File: src/rtl/blink_rate_decoder.sv
// Blink rate decoder: measures the half-period of a square wave on GPIO_IN,
// classifies it against nine nominal blink rates and shows the locked rate
// one-hot on LEDR. LEDG carries lock, synchronised input level and a sticky error.
module blink_rate_decoder #(
    parameter int UNIT          = 6_250_000,
    parameter int TOL_SHIFT     = 4,
    parameter int TIMEOUT_UNITS = 40
) (
    input  logic       CLOCK_50,
    input  logic [3:0] KEY,
    input  logic       GPIO_IN,
    output logic [9:0] LEDR,
    output logic [7:0] LEDG
);
    localparam int CNT_W       = 28;
    localparam int NUM_CLASSES = 9;
    localparam logic [CNT_W-1:0] CNT_MAX     = '1;
    localparam logic [CNT_W-1:0] TIMEOUT_CYC = CNT_W'(TIMEOUT_UNITS * UNIT);

    typedef enum logic [1:0] {IDLE, ARMED, CAND, LOCKED} state_t;

    logic rst_n;
    logic unused_keys;
    assign rst_n       = KEY[0];
    assign unused_keys = &{1'b0, KEY[3:1]};

    // Input path, interval counter and the two pipeline stages feeding the FSM
    logic             sync1_q, sync1_d, sync2_q, sync2_d, prev_q, prev_d;
    logic             strobe;
    logic [CNT_W-1:0] cnt_q, cnt_d;
    logic             strobe_s1_q, strobe_s1_d, tmo_s1_q, tmo_s1_d;
    logic [CNT_W-1:0] interval_s1_q, interval_s1_d;
    logic             strobe_s2_q, strobe_s2_d, tmo_s2_q, tmo_s2_d;
    logic             match_s2_q, match_s2_d;
    logic [3:0]       class_s2_q, class_s2_d;

    // FSM and registered outputs
    state_t           state_q, state_d;
    logic [3:0]       cand_q, cand_d;
    logic             err_q, err_d, lock_q, lock_d, level_q, level_d;
    logic [9:0]       ledr_q, ledr_d;

    // Nominal half-period of each class, in clock cycles
    function automatic logic [CNT_W-1:0] nominal_of(input int k);
        logic [CNT_W-1:0] nom;
        case (k)
            0:       nom = CNT_W'(32 * UNIT);
            1:       nom = CNT_W'(24 * UNIT);
            2:       nom = CNT_W'(16 * UNIT);
            3:       nom = CNT_W'(12 * UNIT);
            4:       nom = CNT_W'(8 * UNIT);
            5:       nom = CNT_W'(UNIT);
            6:       nom = CNT_W'(2 * UNIT);
            7:       nom = CNT_W'(4 * UNIT);
            default: nom = CNT_W'(6 * UNIT);
        endcase
        return nom;
    endfunction

    // Window test; a saturated counter is never a valid interval
    function automatic logic in_class(input logic [CNT_W-1:0] iv, input int k);
        logic [CNT_W-1:0] nom;
        logic [CNT_W-1:0] tol;
        nom = nominal_of(k);
        tol = nom >> TOL_SHIFT;
        return (iv != CNT_MAX) && (iv >= nom - tol) && (iv <= nom + tol);
    endfunction

    // Class index to LED pattern; the 1 s rate also lights LEDR[9]
    function automatic logic [9:0] decode_rate(input logic [3:0] c);
        logic [9:0] pat;
        pat = 10'd1 << c;
        if (c == 4'd4) pat[9] = 1'b1;
        return pat;
    endfunction

    // Next-state for synchroniser, counter, edge/timeout pipeline and classifier
    always_comb begin
        sync1_d       = GPIO_IN;
        sync2_d       = sync1_q;
        prev_d        = sync2_q;
        strobe        = sync2_q ^ prev_q;
        if (strobe)
            cnt_d = {{(CNT_W-1){1'b0}}, 1'b1};
        else if (cnt_q != CNT_MAX)
            cnt_d = cnt_q + 1'b1;
        else
            cnt_d = cnt_q;
        strobe_s1_d   = strobe;
        interval_s1_d = cnt_q;
        tmo_s1_d      = !strobe && (cnt_q == TIMEOUT_CYC);
        strobe_s2_d   = strobe_s1_q;
        tmo_s2_d      = tmo_s1_q;
        match_s2_d    = 1'b0;
        class_s2_d    = 4'd0;
        for (int k = 0; k < NUM_CLASSES; k++) begin
            if (in_class(interval_s1_q, k)) begin
                match_s2_d = 1'b1;
                class_s2_d = 4'(k);
            end
        end
    end

    // Datapath registers
    always_ff @(posedge CLOCK_50 or negedge rst_n) begin
        if (!rst_n) begin
            sync1_q       <= 1'b0;
            sync2_q       <= 1'b0;
            prev_q        <= 1'b0;
            cnt_q         <= '0;
            strobe_s1_q   <= 1'b0;
            interval_s1_q <= '0;
            tmo_s1_q      <= 1'b0;
            strobe_s2_q   <= 1'b0;
            tmo_s2_q      <= 1'b0;
            match_s2_q    <= 1'b0;
            class_s2_q    <= 4'd0;
        end else begin
            sync1_q       <= sync1_d;
            sync2_q       <= sync2_d;
            prev_q        <= prev_d;
            cnt_q         <= cnt_d;
            strobe_s1_q   <= strobe_s1_d;
            interval_s1_q <= interval_s1_d;
            tmo_s1_q      <= tmo_s1_d;
            strobe_s2_q   <= strobe_s2_d;
            tmo_s2_q      <= tmo_s2_d;
            match_s2_q    <= match_s2_d;
            class_s2_q    <= class_s2_d;
        end
    end

    // Lock FSM; a classified strobe wins over a coincident timeout because
    // the timeout flag is suppressed in the strobe cycle
    always_comb begin
        state_d = state_q;
        cand_d  = cand_q;
        err_d   = err_q;
        if (strobe_s2_q) begin
            case (state_q)
                IDLE: state_d = ARMED;
                ARMED: begin
                    if (match_s2_q) begin
                        state_d = CAND;
                        cand_d  = class_s2_q;
                    end else begin
                        err_d = 1'b1;
                    end
                end
                CAND, LOCKED: begin
                    if (match_s2_q && class_s2_q == cand_q) begin
                        state_d = LOCKED;
                        err_d   = (state_q == CAND) ? 1'b0 : err_q;
                    end else if (match_s2_q) begin
                        state_d = CAND;
                        cand_d  = class_s2_q;
                    end else begin
                        state_d = ARMED;
                        err_d   = 1'b1;
                    end
                end
                default: state_d = IDLE;
            endcase
        end else if (tmo_s2_q && state_q != IDLE) begin
            state_d = IDLE;
        end
        lock_d  = (state_d == LOCKED);
        ledr_d  = (state_d == LOCKED) ? decode_rate(cand_d) : 10'd0;
        level_d = sync2_q;
    end

    // FSM and output registers
    always_ff @(posedge CLOCK_50 or negedge rst_n) begin
        if (!rst_n) begin
            state_q <= IDLE;
            cand_q  <= 4'd0;
            err_q   <= 1'b0;
            lock_q  <= 1'b0;
            level_q <= 1'b0;
            ledr_q  <= 10'd0;
        end else begin
            state_q <= state_d;
            cand_q  <= cand_d;
            err_q   <= err_d;
            lock_q  <= lock_d;
            level_q <= level_d;
            ledr_q  <= ledr_d;
        end
    end

    assign LEDR = ledr_q;
    assign LEDG = {5'b0, err_q, level_q, lock_q};

endmodule
File: config.mk
export PLATFORM = sky130hd
export DESIGN_NAME = blink_rate_decoder
export DESIGN_NICKNAME = d
export VERILOG_FILES = /design/src/rtl/blink_rate_decoder.sv
export SDC_FILE = /design/constraint.sdc
export NUM_CORES = 1
export LEC_CHECK = 0
export CORE_UTILIZATION = 55
export DETAILED_ROUTE_END_ITERATION = 12
export GPL_ROUTABILITY_DRIVEN = 0
export PLACE_DENSITY = 0.75
export SYNTH_ARGS = -nofsm -noshare
export SYNTH_HDL_FRONTEND = slang
export SYNTH_SLANG_ARGS = --single-unit
File: constraint.sdc
create_clock -name CLOCK_50 -period 2.1 [get_ports CLOCK_50]
set_input_delay 0.315 -clock CLOCK_50 [delete_from_list [all_inputs] [get_ports CLOCK_50]]
set_output_delay 0.315 -clock CLOCK_50 [all_outputs]
set_load 0.05 [all_outputs]
==> out/qor.csv <==
metric,value,unit
root buffer cell,clkbuf_8,
area growth from synthesis to layout,34.4,%
vias in the first global route,5531,
Place WS,-417,ps
Hold Slack,376,ps
Initial Util,56.9,%
Synth top area share,41.0,%
"Max FO, Critical Path",3,
worst vdd ir,0.000414,V
setup violators final,4,
unrepaired setup endpoints after global routing,true,
initial DRC count,984,
most common flop cell mapped by yosys,dfrtp_1,
FP Rows,35,
first-pass GRT wire length,27.9,mm
DR vias,5924,
Routed wire per std cell,20.9,um
Final Cycle Share,115,%
multi-input logic area,0.00309,mm^2
fillcell total,575,
most frequent cells after synthesis,"dfrtp_1, nor2_1, nand2_1",
router iterations before antenna repair,13,
Max Slew Vio Count,0,
Static Leakage,3.12,nW
Async SR Flop Fraction,100,%
Syn Inst Count,612,
Worst EP arrival,2640,ps
Post-synth EDFFs,0,
syn avg cell area,8.59,um^2
most instantiated library cell after synthesis,dfrtp_1,
Slew headroom,60.9,%
crit path capture type,flop,
Post-DP HPWL,12.4,mm
gr usage total,36.8,%
vias per inst,6.72,
CTS buffer count,9,
setup ws final,-307,ps
Synth Register Bits,86,
pin count of the biggest net entering global routing,87,
Final Hold Viols,0,
Tmin final,2410,ps
layout cells sized above 1,31.3,%
Max clock buf depth,2,
diodes inserted,0,
CTS H-Tree Depth,3,
top post-synthesis cells by area,"dfrtp_1, nor2_1, xnor2_1",
GR Overflow Total,0,
I/O Buffers,15,
Die Footprint,0.00995,mm^2
initial antenna violation count,0,
yosys warns,0,
Worst EP required,2330,ps
Clock Latency Late Sink,370,ps
pwr dens,457,mW/mm^2
nets@finish,755,
worst setup path category,reg2reg,
Post-Layout Cell Count,881,
DIE HEIGHT,99.7,um
# clock sinks,86,
CP Launch Type,flop,
number of remaining DRC errors,21,
"Distinct cells, synth",65,
Final Instance Area,0.00706,mm^2
Highest Clock Rate,0.415,GHz
R2R Setup Slk,-310,ps
Routed Antenna Nets,0,
Core Area,0.00924,mm^2
slew of the pin with the lowest slew margin,585,ps
storage element area,0.00216,mm^2
Clock Skew,12.4,ps
dpl cells,839,
clock slew at reported path FFs,100,ps
Max-cap violations,0,
Mapped Area,0.00526,mm^2
Top Ports,24,
TritonCTS clock tree,done,
width of the die,99.7,um
status,finished with violations,
post-synth top area cell,dfrtp_1,
placed cell areas,0.00633,mm^2
register area share after synthesis,41.0,%
violated checks,"design-rule violations, negative setup slack",
HP Class,reg2reg,
WL final,18.4,mm
-- where the power goes --
part / total, mW / switching (mW) / internal (mW)
combinational: 0.362 / 0.217 / 0.145
clock: 1.15 / 0.684 / 0.468
sequential: 1.72 / 0.0275 / 1.69
-- registers in the layout, indices dropped and copies added, names as in the netlist, 2 cells and up --
signal	flops
LEDR	10
cand_q	4
class_s2_q	4
cnt_q	28
interval_s1_q	28
state_q	2
-- through the flow --
stage	power [mW]	utilization, %	TNS, ps
after floorplan	1.90	-	-13.8
after global placement	2.05	68.5	-1120
after detailed placement	2.06	68.5	-1340
after CTS	3.22	74.0	-210
after global routing	3.35	76.4	-1130
final	3.23	76.4	-803
-- timing repair --
action / CTS / global route
pin swaps: 19 / 15
hold endpoints to repair: 76 / 0
resized for setup: 46 / 35
buffers inserted: 15 / 10
hold buffers: 1 / 0
setup endpoints to repair: 11 / 19
-- cells in the final DEF (no fill, tap or decap), types with 7 or more instances in the layout --
master / instances
buf_4: 143
dfrtp_1: 76
nor2_1: 72
nand2_1: 35
nor3_1: 31
nand3_1: 27
nand4_1: 26
inv_1: 21
xnor2_1: 21
a21oi_1: 20
o21ai_0: 20
nor4_1: 14
clkdlybuf4s50_1: 14
nand4b_1: 10
dfrtp_2: 10
clkbuf_8: 9
nand2b_1: 8
buf_6: 8
o211ai_1: 7
xor2_1: 7
or3_1: 7
-- final cells by class --
type / instances / share of cell area (%)
inverter: 21 / 1.12
multi-input combinational: 459 / 43.8
timing repair buffer: 170 / 19.3
clock inverter: 7 / 1.10
tap: 129 / 2.29
clock buffer: 9 / 1.75
sequential: 86 / 30.7
-- final timing paths --
| path | from | to | depth (start not counted) |
|---|---|---|---|
| max | interval_s1_q[14]$_DFF_PN0_ | match_s2_q$_DFF_PN0_ | 8 |
| max in group asynchronous | KEY[0] | interval_s1_q[22]$_DFF_PN0_ | 3 |
| min reg2reg | sync1_q$_DFF_PN0_ | level_d$_DFF_PN0_ | 0 |
| max reg2reg | interval_s1_q[14]$_DFF_PN0_ | match_s2_q$_DFF_PN0_ | 8 |
| min | sync1_q$_DFF_PN0_ | level_d$_DFF_PN0_ | 0 |
| min in group asynchronous | KEY[0] | tmo_s2_q$_DFF_PN0_ | 3 |
-- metal layers --
| layer | track usage, % | part of all wire, % | wire [um] |
|---|---|---|---|
| met4 | 23.6 | 7.9 | 1460 |
| met3 | 7.45 | 11 | 1950 |
| met5 | 0 | 0 | 0 |
| met1 | 46.3 | 36 | 6650 |
| met2 | 57.9 | 45 | 8370 |
-- cells by family (layout without fill, tap and decap cells) --
logic type / count (synthesis) / in the layout / share of synthesized area (%)
xor gates and xnor gates: 28 / 28 / 4.67
other: 1 / 5 / 0.0714
muxes: 5 / 5 / 0.976
buffers and inverters: 71 / 207 / 6.00
DFF: 86 / 86 / 41.0
and+or+nand+nor: 303 / 303 / 31.7
AOI/OAI and AO/OA: 116 / 116 / 15.2
adders and majority gates: 2 / 2 / 0.476
-- worst max-delay path, cell delays in order (launching register included) --
cell	delay, ps
dfrtp_1	400
buf_4	150
or2_2	310
a2111oi_2	590
buf_4	200
nor4_1	40
o31a_1	280
a21oi_2	180
nand4b_1	120
No activity file was read; power rests on OpenSTA's default activity.
